File: config.mk
export PLATFORM = sky130hd
export DESIGN_NAME = sync_reg_rx
export DESIGN_NICKNAME = d
export VERILOG_FILES = /design/src/rtl/sync_reg_rx.sv
export SDC_FILE = /design/constraint.sdc
export NUM_CORES = 1
export LEC_CHECK = 0
export ABC_CLOCK_PERIOD_IN_PS = 5700
export CAP_MARGIN = 20
export CORE_ASPECT_RATIO = 1.75
export CORE_MARGIN = 4
export CORE_UTILIZATION = 30
export CTS_CLUSTER_DIAMETER = 150
export CTS_CLUSTER_SIZE = 25
export DETAILED_ROUTE_END_ITERATION = 8
export PLACE_DENSITY = 0.54
export SYNTH_ARGS = -nofsm -noshare
export SYNTH_HDL_FRONTEND = slang
export SYNTH_SLANG_ARGS = --single-unit
File: constraint.sdc
create_clock -name clk -period 5.7 [get_ports clk]
set_input_delay 1.71 -clock clk [delete_from_list [all_inputs] [get_ports clk]]
set_output_delay 1.71 -clock clk [all_outputs]
set_load 0.01 [all_outputs]
File: src/rtl/sync_reg_rx.sv
// Receiving end of a 4-phase req/ack register transfer.
// Synchronizes req, captures the held word into a FIFO, and stalls ack while the FIFO is full.
module sync_reg_rx #(
  parameter int unsigned WIDTH       = 32,
  parameter int unsigned DEPTH       = 4,
  parameter int unsigned SYNC_STAGES = 2
) (
  input  logic                       clk,
  input  logic                       rst_n,
  input  logic                       req_async,
  input  logic [WIDTH-1:0]           data_async,
  output logic                       ack,
  output logic [WIDTH-1:0]           out_data,
  output logic                       out_valid,
  input  logic                       out_ready,
  output logic [$clog2(DEPTH+1)-1:0] count,
  output logic                       err,
  input  logic                       err_clr
);

  localparam int unsigned PW = $clog2(DEPTH);
  localparam int unsigned CW = $clog2(DEPTH + 1);

  typedef enum logic [1:0] {
    S_IDLE,
    S_HOLD,
    S_ACK
  } state_t;

  (* ASYNC_REG = "TRUE" *) logic [SYNC_STAGES-1:0] r_sync;

  state_t           r_state;
  state_t           w_state_nxt;
  logic             r_ack;
  logic             r_err;
  logic [PW-1:0]    r_wr_ptr;
  logic [PW-1:0]    r_rd_ptr;
  logic [CW-1:0]    r_count;
  logic [WIDTH-1:0] r_mem [DEPTH];

  logic w_req_s;
  logic w_full;
  logic w_pop;
  logic w_wr_ok;
  logic w_push;
  logic w_err_set;

  assign w_req_s = r_sync[SYNC_STAGES-1];
  assign w_full  = (r_count == CW'(DEPTH));
  assign w_pop   = out_valid && out_ready;
  // A pop in the same cycle frees the slot, so a full FIFO can still accept.
  assign w_wr_ok = !w_full || w_pop;

  always_ff @(posedge clk or negedge rst_n) begin
    if (!rst_n) begin
      r_sync <= '0;
    end else begin
      r_sync <= {r_sync[SYNC_STAGES-2:0], req_async};
    end
  end

  always_comb begin
    w_state_nxt = r_state;
    w_push      = 1'b0;
    w_err_set   = 1'b0;
    case (r_state)
      S_IDLE: begin
        if (w_req_s) begin
          if (w_wr_ok) begin
            w_push      = 1'b1;
            w_state_nxt = S_ACK;
          end else begin
            w_state_nxt = S_HOLD;
          end
        end
      end
      S_HOLD: begin
        if (!w_req_s) begin
          w_err_set   = 1'b1;
          w_state_nxt = S_IDLE;
        end else if (w_wr_ok) begin
          w_push      = 1'b1;
          w_state_nxt = S_ACK;
        end
      end
      S_ACK: begin
        if (!w_req_s) begin
          w_state_nxt = S_IDLE;
        end
      end
      default: w_state_nxt = S_IDLE;
    endcase
  end

  always_ff @(posedge clk or negedge rst_n) begin
    if (!rst_n) begin
      r_state <= S_IDLE;
      r_ack   <= 1'b0;
    end else begin
      r_state <= w_state_nxt;
      r_ack   <= (w_state_nxt == S_ACK);
    end
  end

  always_ff @(posedge clk) begin
    if (w_push) begin
      r_mem[r_wr_ptr] <= data_async;
    end
  end

  always_ff @(posedge clk or negedge rst_n) begin
    if (!rst_n) begin
      r_wr_ptr <= '0;
      r_rd_ptr <= '0;
      r_count  <= '0;
    end else begin
      if (w_push) begin
        r_wr_ptr <= r_wr_ptr + PW'(1);
      end
      if (w_pop) begin
        r_rd_ptr <= r_rd_ptr + PW'(1);
      end
      case ({w_push, w_pop})
        2'b10:   r_count <= r_count + CW'(1);
        2'b01:   r_count <= r_count - CW'(1);
        default: r_count <= r_count;
      endcase
    end
  end

  // Set dominates clear so a withdrawal coinciding with err_clr is not lost.
  always_ff @(posedge clk or negedge rst_n) begin
    if (!rst_n) begin
      r_err <= 1'b0;
    end else if (w_err_set) begin
      r_err <= 1'b1;
    end else if (err_clr) begin
      r_err <= 1'b0;
    end
  end

  assign ack       = r_ack;
  assign err       = r_err;
  assign count     = r_count;
  assign out_valid = (r_count != '0);
  assign out_data  = r_mem[r_rd_ptr];

endmodule

==> out/results.ini, run 1 <==
[synth]
syn_nets = 263
syn_area_sq_um = 5240
syn_area_per_cell_sq_um = 23.8
synth.distinct_cells = 23
synth-warning-count = 0
ys_ff_latch = 141
ys_seq_area_frac = 0.796
yosysTopAreaCell = edfxtp_1
yosys-top-cells-area = edfxtp_1 73%, mux4_2 14%, dfrtp_1 6.2%, ha_1 1.2%, and2_2 0.57%
syn-instance-count = 220
yosysTopAreaCellShare = 0.734

[worst_setup_path]
crit_arrival_ps = 2770
crit_chain = buf_4, mux4_2, clkdlybuf4s50_1
crit_type = reg -> out
reg2reg_setup_slack_ps = 3190
reg2reg_to = count[2]$_DFFE_PN0P_
slowest_delay_ps = 980
cp_slowest_cell = dfrtp_2
crit_path_start_kind = flop
crit_required_ps = 3990
crit_path_max_fanout = 27
worstSetupEndpointType = primary output
r2r_cells = 9
reg2reg_from = count[0]$_DFFE_PN0P_

[clock_tree]
htreeDepth = 4
ctsResizeCount = 0
clock_latency_ps = 400
hold_buffers = 0
clkSlewWorstSetupHoldPaths_ps = 60
cts_sinks = 141
cts_tree = built
clk_path_buf_depth = 2
cts_root_buffer = clkbuf_16
cts_setup_buffers = 0
numCtsBuffers = 17

[timing]
final-max-slew-violation-count = 0
timing.fmax_ghz = 0.223
fin_crit_sh = 0.786
fin_tns_setup_ps = 0
finalSetupViolCount = 0
rsz0062_at_grt = no
fin_worst_skew_ps = 9.41
layout_min_cycle_time_ps = 4480
hold_viol_final = 0
tightest_slew_ps = 953
slew_headroom = 0.365

[routing]
drt_iter0_markers = 63
vias = 2394
dr.pass1.iters = 4
ant_nets = 0
vias_per_cell = 4.39
drc = 0
routed_wl_um = 9670
routedWlPerCell_um = 17.8

[place]
port_buffers = 74
hpwlAfterDp_um = 5920
gp_congestion = 0.719

[layout]
final_common_cell = edfxtp_1
num-fill-cells = 1574
diodes = 0
layout_common_cells = 128 x edfxtp_1, 74 x clkdlybuf4s50_1, 32 x mux4_2
finalNetCount = 348
drive_gt1_frac = 0.226
syn_to_final_growth_pct = 29.4

[global_route]
grtUsageMet3 = 0.0430
track_usage = 0.108
met2_usage = 0.193
grt_use_met1 = 0.110
grt_max_degree = 34
grt_pass1_wl_um = 15500
first_global_vias = 2821
antenna_found_initial = 2
busiest_layer = met2
gr-total-overflow = 0

[run]
cap_violations = 0

[floorplanning]
die_h_um = 183
start_util = 0.307
ios = 75
die_w_um = 108
die_area_sq_um = 19700
rows = 63
core_sq_um = 17000

[power]
switching_power_mw = 0.927
p_seq_frac = 0.431
p_int_mw = 2.47
peakVddDrop_mv = 0.250
p_comb_frac = 0.272
leakagePower_nw = 2.23
power_frac_clock = 0.297
total_power_mw = 3.39
p_per_area_nw_per_um2 = 501
netSwitchingFraction = 0.273

[hold_path]
hold_depth = 0
hold_class = reg -> reg
hp-start = r_sync[0]$_DFF_PN0_
whs_endpoint = r_sync[1]$_DFF_PN0_

[run_status]
outcome = finished clean

Yosys cell counts:
| cell | number |
|---|---|
| edfxtp_1 | 128 |
| mux4_2 | 32 |
| dfrtp_1 | 13 |
| inv_1 | 7 |
| ha_1 | 5 |
| and2_2 | 4 |
| buf_2 | 4 |
| clkbuf_1 | 4 |
| nand2_1 | 3 |
| xnor2_1 | 3 |
| xor2_1 | 3 |
| nor2_1 | 2 |
| o21bai_1 | 2 |
| and3b_1 | 1 |
| buf_6 | 1 |
| fa_1 | 1 |
| mux2_4 | 1 |
| mux2i_1 | 1 |
| nor3b_1 | 1 |
| o21ai_0 | 1 |
| o31a_2 | 1 |
| or3_2 | 1 |
| or4b_1 | 1 |
sequential cells by signal, indices dropped and copies added (netlist names):
| register | count |
|---|---|
| r_mem | 128 |
| count | 3 |
| r_rd_ptr | 2 |
| r_state | 2 |
| r_sync | 2 |
| r_wr_ptr | 2 |
| ack | 1 |
| err | 1 |
kinds of logic (layout without fill, tap and decap cells):
group,after synthesis,after routing,share of synthesized area
DFF,141,141,0.796
muxes,34,34,0.142
buffers and inverters,16,114,0.0139
and+or+nand+nor,13,13,0.0158
adders and majority gates,6,6,0.0158
xor gates and xnor gates,6,6,0.0100
AOI/OAI and AO/OA,4,4,0.00573
routing by layer:
layer  wire, um  share of wire
met5         21         0.0022
met4        163          0.017
met3        508          0.053
met2       5490           0.57
met1       3490           0.36
worst max-delay path: cells and delay by family (launching register included):
family	cells	cell delay [ps]
buffers and inverters	2	840
DFF	1	980
muxes	1	530
layout make-up:
class / instances / area [sq um] / area share
multi-input cells: 63 / 993 / 0.147
flip-flops and latches: 141 / 4170 / 0.616
well taps: 227 / 284 / 0.0419
clock buffers: 18 / 429 / 0.0634
clock inverters: 14 / 120 / 0.0177
inverters: 7 / 26.3 / 0.00388
repair buffers: 75 / 748 / 0.110
power by group through the flow:
| stage | Combinational [mW] | Clock, mW | Sequential [mW] |
|---|---|---|---|
| final | 0.925 | 1.01 | 1.46 |
| after global routing | 0.998 | 1.08 | 1.50 |
| after CTS | 0.956 | 1.04 | 1.48 |
| after detailed placement | 0.953 | 0 | 1.50 |
| after global placement | 0.943 | 0 | 1.49 |
| after floorplan | 0.585 | 0 | 1.36 |
stage by stage:
| step | setup slack (ps) | instances | hold slack [ps] | utilization | cell area [sq um] |
|---|---|---|---|---|---|
| after floorplan | 2110 | 220 | 331 | - | 5240 |
| after global placement | 1560 | 513 | 336 | 0.366 | 6220 |
| after detailed placement | 1530 | 513 | 337 | 0.366 | 6220 |
| after CTS | 1080 | 545 | 357 | 0.398 | 6770 |
| after global routing | 976 | 545 | 364 | 0.398 | 6770 |
| final | 1220 | 545 | 353 | 0.398 | 6770 |
worst max path at each step:
stage                            startpoint                    to  slack [ps]  cells past startpoint
floorplan                         out_ready  count[2]$_DFFE_PN0P_        2110                     10
global placement    r_rd_ptr[0]$_DFFE_PN0P_          out_data[19]        1560                      3
detailed placement  r_rd_ptr[0]$_DFFE_PN0P_          out_data[31]        1530                      3
CTS                 r_rd_ptr[0]$_DFFE_PN0P_          out_data[31]        1080                      3
global route        r_rd_ptr[0]$_DFFE_PN0P_           out_data[0]         980                      3
finish              r_rd_ptr[0]$_DFFE_PN0P_          out_data[31]        1220                      3
Power figures use the tool's default switching activity.
==> run 2, diff against run 1 <==
Settings changed: ABC_CLOCK_PERIOD_IN_PS 5700 to 3800, PLACE_DENSITY 0.54 to 0.56.
Clock period 5.7 ns to 3.8 ns, I/O delays scaled along.
==> out/results.ini, run 2 (synthesis results as in run 1) <==
[clock_tree]
cts_setup_buffers = 0  ; unchanged
clock_latency_ps = 410  ; about the same
clkSlewWorstSetupHoldPaths_ps = 60  ; about the same
cts_root_buffer = clkbuf_16
cts_tree = built
cts_sinks = 141  ; unchanged
clk_path_buf_depth = 2  ; unchanged
htreeDepth = 4  ; unchanged
ctsResizeCount = 0  ; unchanged
numCtsBuffers = 17  ; unchanged
hold_buffers = 0  ; unchanged

[worst_setup_path]
crit_required_ps = 2660  ; -1330 ps
crit_path_max_fanout = 15  ; -44%
crit_arrival_ps = 2390  ; -380 ps
worstSetupEndpointType = primary output
crit_type = reg -> out
crit_path_start_kind = flop
r2r_cells = 9  ; unchanged
reg2reg_setup_slack_ps = 1320  ; -1870 ps

[layout]
final_common_cell = edfxtp_1
multiInputGateArea_sq_um = 993  ; unchanged
finalNetCount = 352  ; +1.1%
diodes = 0  ; unchanged
layout_common_cells = 128 x edfxtp_1, 74 x clkdlybuf4s50_1, 32 x mux4_2
syn_to_final_growth_pct = 31.4
largest_register_ffs = 128  ; unchanged
drive_gt1_frac = 0.239  ; +0.0127
regArea_sq_um = 4170  ; unchanged
post-route-util = 0.404  ; +0.00625
num-fill-cells = 1564  ; -0.64%
largest_register = r_mem

[global_route]
grt_pass1_wl_um = 15100  ; -2.9%
grt_max_degree = 33  ; -2.9%
antenna_found_initial = 1  ; -1
gr-total-overflow = 0  ; unchanged
track_usage = 0.104  ; -0.00373
first_global_vias = 2774  ; -1.7%

[timing]
layout_min_cycle_time_ps = 3530
timing.fmax_ghz = 0.283
slew_headroom = 0.384  ; +0.0196
fin_crit_sh = 0.928
hold_viol_final = 0  ; unchanged
fin_worst_skew_ps = 7.48  ; -1.93 ps
fin_tns_setup_ps = 0  ; unchanged
rsz0062_at_grt = no
final-max-slew-violation-count = 0  ; unchanged
finalSetupViolCount = 0  ; unchanged
tightest_slew_ps = 924  ; -29.4 ps

[power]
p_per_area_nw_per_um2 = 770  ; +54%
peakVddDrop_mv = 0.359  ; +43%
leakagePower_nw = 2.28  ; +2.3%

[place]
gp_congestion = 0.699  ; -2.8%
port_buffers = 74  ; unchanged
hpwlAfterDp_um = 5990  ; +1.3%

[floorplanning]
rows = 63  ; unchanged
die_h_um = 183  ; unchanged
ios = 75  ; unchanged
die_w_um = 108  ; unchanged
core_sq_um = 17000  ; unchanged
die_area_sq_um = 19700  ; unchanged
start_util = 0.307  ; unchanged

[routing]
vias_per_cell = 4.36  ; -0.85%
drt_iter0_markers = 95  ; +51%
drc = 0  ; unchanged
routedWlPerCell_um = 17.3  ; -2.4%
ant_nets = 0  ; unchanged
vias = 2391  ; -0.13%
dr.pass1.iters = 4  ; unchanged
routed_wl_um = 9510  ; -1.7%

[hold_path]
hold_depth = 0  ; unchanged
hold_class = reg -> reg

[run]
cap_violations = 0  ; unchanged

[run_status]
outcome = finished clean

run 2: worst max-delay path, cell delays in order (launching register included):
cell             delay (ps)
dfrtp_2                 700
buf_4                   280
mux4_2                  500
clkdlybuf4s50_1         490
run 2: where the power goes:
group	switching (mW)	internal, mW
Combinational	0.597	0.879
Sequential	0.179	1.96
Clock	0.643	1.05
Total	1.42	3.88
run 2: stage by stage:
stage          hold slack (ps)  power (mW)  setup slack, ps  instance area (sq um)  instances
6_report                   350        5.30              272                   6880        549
5_1_grt                    379        5.58              100                   6880        549
4_1_cts                    353        5.41              178                   6880        549
3_5_place_dp               339        3.70              252                   6270        517
3_3_place_gp               335        3.69              297                   6270        517
2_1_floorplan              331        2.92              784                   5240        220
run 2: final cells by class:
class	count	area share
Sequential cell	141	0.606
Multi-Input combinational cell	63	0.144
Timing Repair Buffer	79	0.115
Clock buffer	17	0.0618
Tap cell	227	0.0413
Clock inverter	15	0.0273
Inverter	7	0.00382
run 2: worst paths after layout:
check                                        start                       to
max                        r_rd_ptr[0]$_DFFE_PN0P_              out_data[6]
min                            r_sync[0]$_DFF_PN0_      r_sync[1]$_DFF_PN0_
max reg2reg                   count[0]$_DFFE_PN0P_     count[2]$_DFFE_PN0P_
min reg2reg                    r_sync[0]$_DFF_PN0_      r_sync[1]$_DFF_PN0_
max in group asynchronous                    rst_n  r_rd_ptr[1]$_DFFE_PN0P_
min in group asynchronous                    rst_n      r_sync[1]$_DFF_PN0_
run 2: metal layers:
metal / vias up / wire length (um) / global-route usage
met4: 2 / 145 / 0.0425
met3: 12 / 482 / 0.0426
met5: - / 8 / 0
met2: 56 / 5200 / 0.179
met1: 1242 / 3670 / 0.114
li1: 1079 / - / -
